==> src/rtl/fft32_pkg.sv <==
// Shared constants, state encoding and index helpers for the 32-point FFT sequencer.
package fft32_pkg;
   localparam int DW    = 13;
   localparam int TW    = 8;
   localparam int N     = 32;
   localparam int LOG2N = 5;

   typedef enum logic [1:0] {
      LOAD,
      COMPUTE,
      UNLOAD
   } state_t;

   function automatic logic [4:0] bitrev5(input logic [4:0] v);
      return {v[0], v[1], v[2], v[3], v[4]};
   endfunction
endpackage

==> src/rtl/fft32_twiddle_rom.sv <==
// Twiddle table W_k = exp(-j*2*pi*k/32) for k = 0..15, scaled so that 64 = 1.0.
module fft32_twiddle_rom
   import fft32_pkg::*;
(
   input  logic        [3:0]    k,
   output logic signed [TW-1:0] w_re,
   output logic signed [TW-1:0] w_im
);
   always_comb begin
      w_re = 8'sd64;
      w_im = 8'sd0;
      case (k)
         4'd0:  begin w_re =  8'sd64; w_im =  8'sd0;  end
         4'd1:  begin w_re =  8'sd63; w_im = -8'sd12; end
         4'd2:  begin w_re =  8'sd59; w_im = -8'sd24; end
         4'd3:  begin w_re =  8'sd53; w_im = -8'sd36; end
         4'd4:  begin w_re =  8'sd45; w_im = -8'sd45; end
         4'd5:  begin w_re =  8'sd36; w_im = -8'sd53; end
         4'd6:  begin w_re =  8'sd24; w_im = -8'sd59; end
         4'd7:  begin w_re =  8'sd12; w_im = -8'sd63; end
         4'd8:  begin w_re =  8'sd0;  w_im = -8'sd64; end
         4'd9:  begin w_re = -8'sd12; w_im = -8'sd63; end
         4'd10: begin w_re = -8'sd24; w_im = -8'sd59; end
         4'd11: begin w_re = -8'sd36; w_im = -8'sd53; end
         4'd12: begin w_re = -8'sd45; w_im = -8'sd45; end
         4'd13: begin w_re = -8'sd53; w_im = -8'sd36; end
         4'd14: begin w_re = -8'sd59; w_im = -8'sd24; end
         4'd15: begin w_re = -8'sd63; w_im = -8'sd12; end
         default: begin w_re = 8'sd64; w_im = 8'sd0; end
      endcase
   end
endmodule

==> src/rtl/fft32_bfly_sequencer.sv <==
// In-place radix-2 DIT FFT sequencer: owns sample memory, feeds an external butterfly MAC.
//   state   | meaning
//   LOAD    | accept 32 samples, store bit-reversed
//   COMPUTE | 5 stages x 16 butterflies, one per cycle, written back in place
//   UNLOAD  | stream X[0..31] in natural order under valid/ready
module fft32_bfly_sequencer
   import fft32_pkg::*;
(
   input  logic                 clk,
   input  logic                 rst_n,
   input  logic                 in_valid,
   output logic                 in_ready,
   input  logic signed [DW-1:0] in_re,
   input  logic signed [DW-1:0] in_im,
   output logic                 out_valid,
   input  logic                 out_ready,
   output logic signed [DW-1:0] out_re,
   output logic signed [DW-1:0] out_im,
   output logic                 busy,
   output logic                 frame_done,
   output logic signed [DW-1:0] mac_a_re,
   output logic signed [DW-1:0] mac_a_im,
   output logic signed [DW-1:0] mac_b_re,
   output logic signed [DW-1:0] mac_b_im,
   output logic signed [TW-1:0] mac_w_re,
   output logic signed [TW-1:0] mac_w_im,
   input  logic signed [DW-1:0] mac_o1_re,
   input  logic signed [DW-1:0] mac_o1_im,
   input  logic signed [DW-1:0] mac_o2_re,
   input  logic signed [DW-1:0] mac_o2_im
);
   state_t                state_q, state_d;
   logic        [6:0]     cnt_q, cnt_d;
   logic signed [DW-1:0]  mem_re_q [N];
   logic signed [DW-1:0]  mem_im_q [N];
   logic signed [DW-1:0]  mem_re_d [N];
   logic signed [DW-1:0]  mem_im_d [N];

   logic        [2:0]     stage;
   logic        [4:0]     bfly, span_m, idx_a, idx_b;
   logic        [3:0]     tw_k;
   logic signed [TW-1:0]  rom_re, rom_im;
   logic                  in_compute;

   // cnt doubles as {stage, butterfly} during COMPUTE (0..79)
   always_comb begin
      stage  = cnt_q[6:4];
      bfly   = {1'b0, cnt_q[3:0]};
      span_m = (5'd1 << stage) - 5'd1;
      idx_a  = ((bfly & ~span_m) << 1) | (bfly & span_m);
      idx_b  = idx_a | (span_m + 5'd1);
      tw_k   = 4'((bfly & span_m) << (3'd4 - stage));
   end

   fft32_twiddle_rom u_rom (
      .k    (tw_k),
      .w_re (rom_re),
      .w_im (rom_im)
   );

   always_comb begin
      state_d  = state_q;
      cnt_d    = cnt_q;
      mem_re_d = mem_re_q;
      mem_im_d = mem_im_q;
      case (state_q)
         LOAD: begin
            if (in_valid) begin
               mem_re_d[bitrev5(cnt_q[4:0])] = in_re;
               mem_im_d[bitrev5(cnt_q[4:0])] = in_im;
               if (cnt_q == 7'd31) begin
                  state_d = COMPUTE;
                  cnt_d   = '0;
               end else begin
                  cnt_d = cnt_q + 7'd1;
               end
            end
         end
         COMPUTE: begin
            mem_re_d[idx_a] = mac_o1_re;
            mem_im_d[idx_a] = mac_o1_im;
            mem_re_d[idx_b] = mac_o2_re;
            mem_im_d[idx_b] = mac_o2_im;
            if (cnt_q == 7'd79) begin
               state_d = UNLOAD;
               cnt_d   = '0;
            end else begin
               cnt_d = cnt_q + 7'd1;
            end
         end
         UNLOAD: begin
            if (out_ready) begin
               if (cnt_q == 7'd31) begin
                  state_d = LOAD;
                  cnt_d   = '0;
               end else begin
                  cnt_d = cnt_q + 7'd1;
               end
            end
         end
         default: begin
            state_d = LOAD;
            cnt_d   = '0;
         end
      endcase
   end

   always_ff @(posedge clk or negedge rst_n) begin
      if (!rst_n) begin
         state_q <= LOAD;
         cnt_q   <= '0;
         for (int i = 0; i < N; i++) begin
            mem_re_q[i] <= '0;
            mem_im_q[i] <= '0;
         end
      end else begin
         state_q  <= state_d;
         cnt_q    <= cnt_d;
         mem_re_q <= mem_re_d;
         mem_im_q <= mem_im_d;
      end
   end

   assign in_compute = (state_q == COMPUTE);
   assign in_ready   = (state_q == LOAD);
   assign out_valid  = (state_q == UNLOAD);
   assign busy       = in_compute || out_valid;
   assign frame_done = out_valid && out_ready && (cnt_q == 7'd31);
   assign out_re     = out_valid ? mem_re_q[cnt_q[4:0]] : '0;
   assign out_im     = out_valid ? mem_im_q[cnt_q[4:0]] : '0;

   assign mac_a_re = in_compute ? mem_re_q[idx_a] : '0;
   assign mac_a_im = in_compute ? mem_im_q[idx_a] : '0;
   assign mac_b_re = in_compute ? mem_re_q[idx_b] : '0;
   assign mac_b_im = in_compute ? mem_im_q[idx_b] : '0;
   assign mac_w_re = in_compute ? rom_re : '0;
   assign mac_w_im = in_compute ? rom_im : '0;
endmodule

==> config.mk <==
export PLATFORM = sky130hd
export DESIGN_NAME = fft32_bfly_sequencer
export DESIGN_NICKNAME = d
export VERILOG_FILES = /design/src/rtl/fft32_pkg.sv /design/src/rtl/fft32_twiddle_rom.sv /design/src/rtl/fft32_bfly_sequencer.sv
export SDC_FILE = /design/constraint.sdc
export NUM_CORES = 2
export LEC_CHECK = 0
export CAP_MARGIN = 30
export CORE_MARGIN = 5
export CORE_UTILIZATION = 35
export CTS_CLUSTER_SIZE = 25
export DETAILED_ROUTE_END_ITERATION = 12
export GPL_TIMING_DRIVEN = 1
export HOLD_SLACK_MARGIN = 0.05
export PLACE_DENSITY_LB_ADDON = 0.05
export SYNTH_ARGS = -nofsm -noshare
export SYNTH_HDL_FRONTEND = slang
export SYNTH_SLANG_ARGS = --single-unit
==> constraint.sdc <==
create_clock -name clk -period 8.6 [get_ports clk]
set_input_delay 2.58 -clock clk [delete_from_list [all_inputs] [get_ports clk]]
set_output_delay 2.58 -clock clk [all_outputs]
set_load 0.005 [all_outputs]
After elaboration in Yosys (flattened, before gate mapping) --
Memories as Yosys holds them, arrays and structs flattened. Index checks and enable logic that the tools add are counted.
Storage, ports and cells: output and inout port bits 98, logic and storage cells 162, bits of input ports 82, bits in read-only memories 256, flip-flop bits (word level) 841, memories 1
Memory list:
- (no name shown) | depth 16, bits a word 16, rd ports 1, clocked after Yosys merged registers in 0, write ports 0, line fft32_twiddle_rom.sv:12 | case (k)
Operators by class: bitwise operators 9, shift-type cells 2, $add $sub $neg 4, equal/unequal tests 9, $lt $le $gt $ge 7, multiplexer cells 53, reduce and logical (&&, ||, !) cells 11
Operator list (number):
- bitwise mux 416 bit | 6
- one-hot mux 416 bit (2 select lines) | 2
- two-way mux 416 bit | 2
- binary-select mux 13 bit (select 5 bit) | 6
- two-way mux 13 bit | 21
- demux 13 bit (select 5 bit) | 3
- two-way mux 7 bit | 4
- >= comparator 6 bit (second input constant) | 4
- NOT 5 -> 6 bit | 4
- one-hot mux 7 bit (3 select lines) | 1
- less-than comparator 6 x 1 -> 1 bit (second input constant) | 3
- two-way mux 8 bit | 2
- two-way mux 2 bit | 5
- OR 5 bit | 2
- != test 2 x 1 -> 1 bit (second input constant) | 4
- adder 7 x 1 -> 7 bit (second input constant) | 1
- equality test 7 x 5 -> 1 bit (second input constant) | 1
- equality test 7 bit (second input constant) | 1
- one-hot mux 2 bit (3 select lines) | 1
- adder 5 x 1 -> 5 bit (second input constant) | 1
- bitwise AND 4 x 5 -> 5 bit | 1
- logical AND 1 bit | 5
- AND reduction 5 bit | 1
- left shift 1 x 3 -> 5 bit (first input constant) | 1
- other kinds (12) | 13

Depth between registers and ports, before layout --
depth in word-level cells 13, gate-level depth with buffers 20, gate-level depth less buffers 15

By module --
A second synthesis with hierarchy kept.
Unflattened totals: cells, all modules 7271, area total of the unflattened synthesis 71531.1 um^2
Modules (own cells, without submodules):
- fft32_bfly_sequencer | area an instance 71112.0 um^2, instances 1, sequential area each 21045.2 um^2, cells an instance 7223
- fft32_twiddle_rom | area an instance 419.2 um^2, instances 1, sequential area each 0.0 um^2, cells an instance 48

Worst setup path before layout --
Ideal clock, no wire load.
kind register to output, start point register cnt_q[4], end point output mac_b_re[3], setup slack 1.504 ns, stages on the path, launching flop included 20, path buffers 8, required time 6.020 ns, arrival time 4.516 ns, cell sequence dfrtp_1 clkbuf_1 inv_2 clkbuf_1 ha_1 ha_1 clkbuf_1 inv_1 ha_1 buf_2 nor2_1 o211ai_1 buf_2 buf_2 buf_2 buf_2 mux4_2 nand2_1 nand3_1 o311a_1
On the way: longest elaborated chain between the ends 11, elaborated cells on any way between the ends 13, classes of those cells add/sub: 2; shift: 1; mux: 4; bitwise: 6
RTL lines:
- from (decl) | line fft32_bfly_sequencer.sv:33 | logic [6:0] cnt_q, cnt_d;
- from (signal assigned) | line fft32_bfly_sequencer.sv:118 | cnt_q <= cnt_d;
- left shift 1 x 3 -> 5 bit * | line fft32_bfly_sequencer.sv:49 | span_m = (5'd1 << stage) - 5'd1;
- subtractor 5 x 1 -> 5 bit * | line fft32_bfly_sequencer.sv:49
- parallel branches: the longest is 3 deep, another holds adder 5 x 1 -> 5 bit
- OR 5 bit * | line fft32_bfly_sequencer.sv:51 | idx_b = idx_a | (span_m + 5'd1);
- NOT 5 -> 6 bit (implied by the code) * | line fft32_bfly_sequencer.sv:134 | assign mac_b_re = in_compute ? mem_re_q[idx_b] : '0;
- binary-select mux 13 bit (select 5 bit) * | line fft32_bfly_sequencer.sv:134
- two-way mux 13 bit (implied by the code) * (2 in a row) | line fft32_bfly_sequencer.sv:134
- two-way mux 13 bit * | line fft32_bfly_sequencer.sv:134
- to (decl) | line fft32_bfly_sequencer.sv:23 | output logic signed [DW-1:0] mac_b_re,
Every way passes the cells marked *. The select of a mux whose other input is x is not followed.

Final worst setup path --
start point register cnt_q[4], end point output mac_b_re[7]
The elaborated chain is that of the path after synthesis.

==> results by group <==
Synthesis
  • Synth unique cells: 94
  • Mean area per synthesized cell: 8.98 sq um
  • Largest family of logic cells by synthesized area: compound AO/OA/AOI/OAI gates
  • Adder-cell share of the synthesized area: 0.488%
  • Post-synth top flop: dfrtp_1
  • Ys Warns: 0
  • Syn Std Cell Area: 68700 sq um
  • Count of flip-flops with a built-in enable after synthesis: 0
  • Synthesized-area fraction occupied by xor and xnor cells: 0.0510%
  • Multiplexer share of the synthesized area: 22.9%
  • Syn Inst Count: 7648
  • Fraction of registers with async set or reset after synthesis: 100%
  • Compound-gate portion of the synthesized area: 23.9%
  • Sequential share of the synthesized area: 30.7%
  • Synthesized net count: 7756
  • Flip-flop and latch count after synthesis: 841
  • Post-synthesis share of cell area spent on and, or, nand and nor gates: 16.1%

Timing
  • Shortest clock period the worst path allows after layout: 8.72 ns
  • Final critical-path share of the clock period: 101%
  • Slew at the pin closest to its max-slew limit: 1.18 ns
  • Hold violation count in the final report: 0
  • Setup repair after global routing missed its margin: no
  • Final Slew Violations: 0
  • Sum of negative setup slack: -0.157 ns
  • Post-route clock skew: 0.0317 ns
  • Minimum setup slack in the final design: -0.121 ns
  • Final number of setup-violating endpoints: 2
  • Highest attainable clock frequency: 115 MHz
  • Post-Route Hold Slack: 0.527 ns
  • Headroom to the max-slew limit: 21.3%

Clock network
  • CTS Buffer Depth: 3
  • CTS root buf: clkbuf_16
  • Number of hold-repair buffers added at the cts stage: 0
  • Clk slew on worst S/H paths: 0.06 ns
  • Number of buffers created by CTS: 116
  • Clock tree from TritonCTS: built
  • Number of H-tree levels: 3
  • Sink count of the clock tree: 841
  • Skew-Pair Late Insertion Delay: 0.83 ns

Global routing
  • Total global routing overflow: 0
  • Maximum number of pins on one net before global-route repair: 146
  • Global-route wire length before repair: 676000 um
  • Aggregate global-route resource usage: 48.4%
  • Number of antenna violations at the first check in global routing: 74
  • Via count of the first global-routing pass: 72000

Drt
  • ANT nets after route: 0
  • First drt pass iteration count: 10
  • Via total after detailed routing: 79400
  • Total wire length: 513000 um
  • Iter 0 DRT Violations: 14600
  • Number of vias per cell after detailed routing: 7.79
  • DRC errors left: 0
  • Final routed wire length divided by cell count: 50.3 um

Setup path
  • WP data required: 6.02 ns
  • Crit Path Max Fanout: 17
  • Critical Path Sink Type: output port
  • Crit path DAT: 6.14 ns
  • Source of the worst register-to-register timing path: cnt_q[4]
  • Critical path launch point: cnt_q[4]
  • Worst setup path category: reg -> out
  • Kind of launch point of the worst setup path: register

Floorplanning
  • Die boundary width: 453 um
  • Floorplan die area: 205000 sq um
  • Core ar.: 195000 sq um
  • Height of the chip: 453 um
  • Number of rows created at floorplan: 162
  • Starting density of the core: 35.2%
  • Number of primary I/O pins: 180

Run status
  • Failing checks: negative setup slack
  • Run status: finished, violations left

Pwr
  • Maximum resistive drop on vdd: 0.304 mV
  • Internal power: 14.4 mW
  • Comb power frac: 58.7%
  • Switching portion of total power: 50.2%
  • P per Cell Area: 364 nW/um^2
  • Switching component of the power: 14.5 mW
  • Total power: 28.8 mW
  • Clock network power share: 18.0%
  • Lkg Pwr: 28.3 nW
  • Part of the power in registers: 23.4%

Layout
  • Area Growth Syn to Fin: 15.4%
  • Number of nets in the layout: 7514
  • Share of post-route cells with drive strength above 1: 20.5%

Placed design
  • Input/output buffers: 179
  • Final Wtd Congestion: 0.993
  • Half-perimeter wire length of the detailed placement result: 311000 um

Min path
  • Worst min-delay path startpoint: mem_re_q[127]
  • Class of the tightest hold or removal check: reg -> reg

Job
  • Max-capacitance violation count: 0
[routing by layer]
metal	part of all wire [%]	vias to the layer above	GRT usage, %
met1	36	40000	59.6
met5	0.10	-	2.92
met4	9.4	50	38.1
met3	16	2228	24.2
met2	39	8169	63.2
li1	-	29000	-
[cell families after synthesis]
family	Yosys count
muxes	746
adders and majority gates	27
AOI/OAI and AO/OA	2444
and+or+nand+nor	2545
xor gates and xnor gates	4
buffers and inverters	1041
DFF	841
[metrics by stage]
stage	utilization, %	std cells	instance area (sq um)	worst slack [ns]
floorplan	-	7648	68700	1.50
global placement	38.3	9882	74600	0.382
detailed placement	38.5	9900	75000	0.345
CTS	40.5	10100	78900	0.0562
global route	40.6	10100	79100	0.0157
finish	40.6	10200	79300	-0.121
[worst max-delay path, stage by stage, from the launching register on]
cell and delay, ns:
dfrtp_4 0.50, inv_2 0.07, buf_4 0.37, ha_1 0.52, or4b_4 0.27, a21oi_4 0.11, o21ai_1 0.51, nor3_2 0.07
buf_4 0.22, nor2_4 0.43, buf_4 0.56, o211ai_1 0.18, a221oi_1 0.78, clkdlybuf4s50_1 0.70
[cells in the final DEF, fill, tap and decap left out, types with 33 or more instances in the layout]
cell,synthesis,routed
nor2b_1,43,36
dfrtp_1,841,836
mux2i_1,88,87
a31oi_1,151,145
a221o_1,157,156
a2bb2oi_1,73,73
inv_1,62,60
a211oi_1,54,51
diode_2,0,67
o22ai_1,138,138
o21ai_0,456,454
o221ai_1,39,38
buf_12,0,56
a311oi_1,75,71
and3_1,51,39
clkbuf_8,0,34
a32oi_1,52,51
o21ai_1,80,72
nand4_1,53,53
nand2_1,943,916
nand3_1,306,290
a22oi_1,87,87
mux4_2,658,658
o221a_2,34,33
clkdlybuf4s50_1,0,177
nor3_1,226,222
o31ai_1,109,109
a21oi_1,658,653
buf_4,4,359
or3_1,36,35
a221oi_1,56,55
nor2_1,788,768
clkbuf_16,0,118
[power by group through the flow]
stage / Clock, mW / Sequential [mW] / Combinational, mW
after floorplan: 0 / 6.01 / 9.41
after global placement: 0 / 6.66 / 15.9
after detailed placement: 0 / 6.69 / 16.0
after CTS: 5.16 / 6.64 / 16.0
after global routing: 5.30 / 6.84 / 17.0
final: 5.18 / 6.74 / 16.9
[final timing paths]
check	endpoint	slack, ns	cells after the start
hold reg to reg	mem_re_q[127]	0.53	2
max in group asynchronous	mem_im_q[397]	4.98	3
setup reg to reg	mem_re_q[355]	1.85	18
min in group asynchronous	mem_im_q[21]	1.77	1
hold / removal	mem_re_q[127]	0.53	2
setup / recovery	mac_b_re[7]	-0.12	13
[cell usage after synthesis (80+ instances only)]
master	number	area [sq um]
nand2_1	943	3540
dfrtp_1	841	21000
nor2_1	788	2960
clkbuf_1	745	2800
a21oi_1	658	3290
mux4_2	658	14800
o21ai_0	456	2280
nand3_1	306	1530
nor3_1	226	1130
a221o_1	157	1570
a31oi_1	151	945
o22ai_1	138	863
buf_2	122	611
o31ai_1	109	818
buf_1	88	330
mux2i_1	88	881
a22oi_1	87	653
o21ai_1	80	400
[repair_timing]
| action | in CTS | in global routing |
|---|---|---|
| resized for setup | 5 | 4 |
| pin swaps | 0 | 4 |
| setup buffers | 0 | 6 |
| setup endpoints to repair | 4 | 12 |
[flip-flops by register name (all words and copies together), names as in the netlist]
register,flops
mem_re_q,416
cnt_q,7
mem_im_q,416
state_q,2
[area by class of cell]
cell class	count	area, sq um
diodes	67	168
clock buffers	181	3520
clock inverters	31	349
fillers	19400	116000
inverters	74	288
multi-input cells	5766	44700
flip-flops and latches	841	21100
well taps	2624	3280
repair buffers	607	5890
No activity file was read; power rests on OpenSTA's default activity.
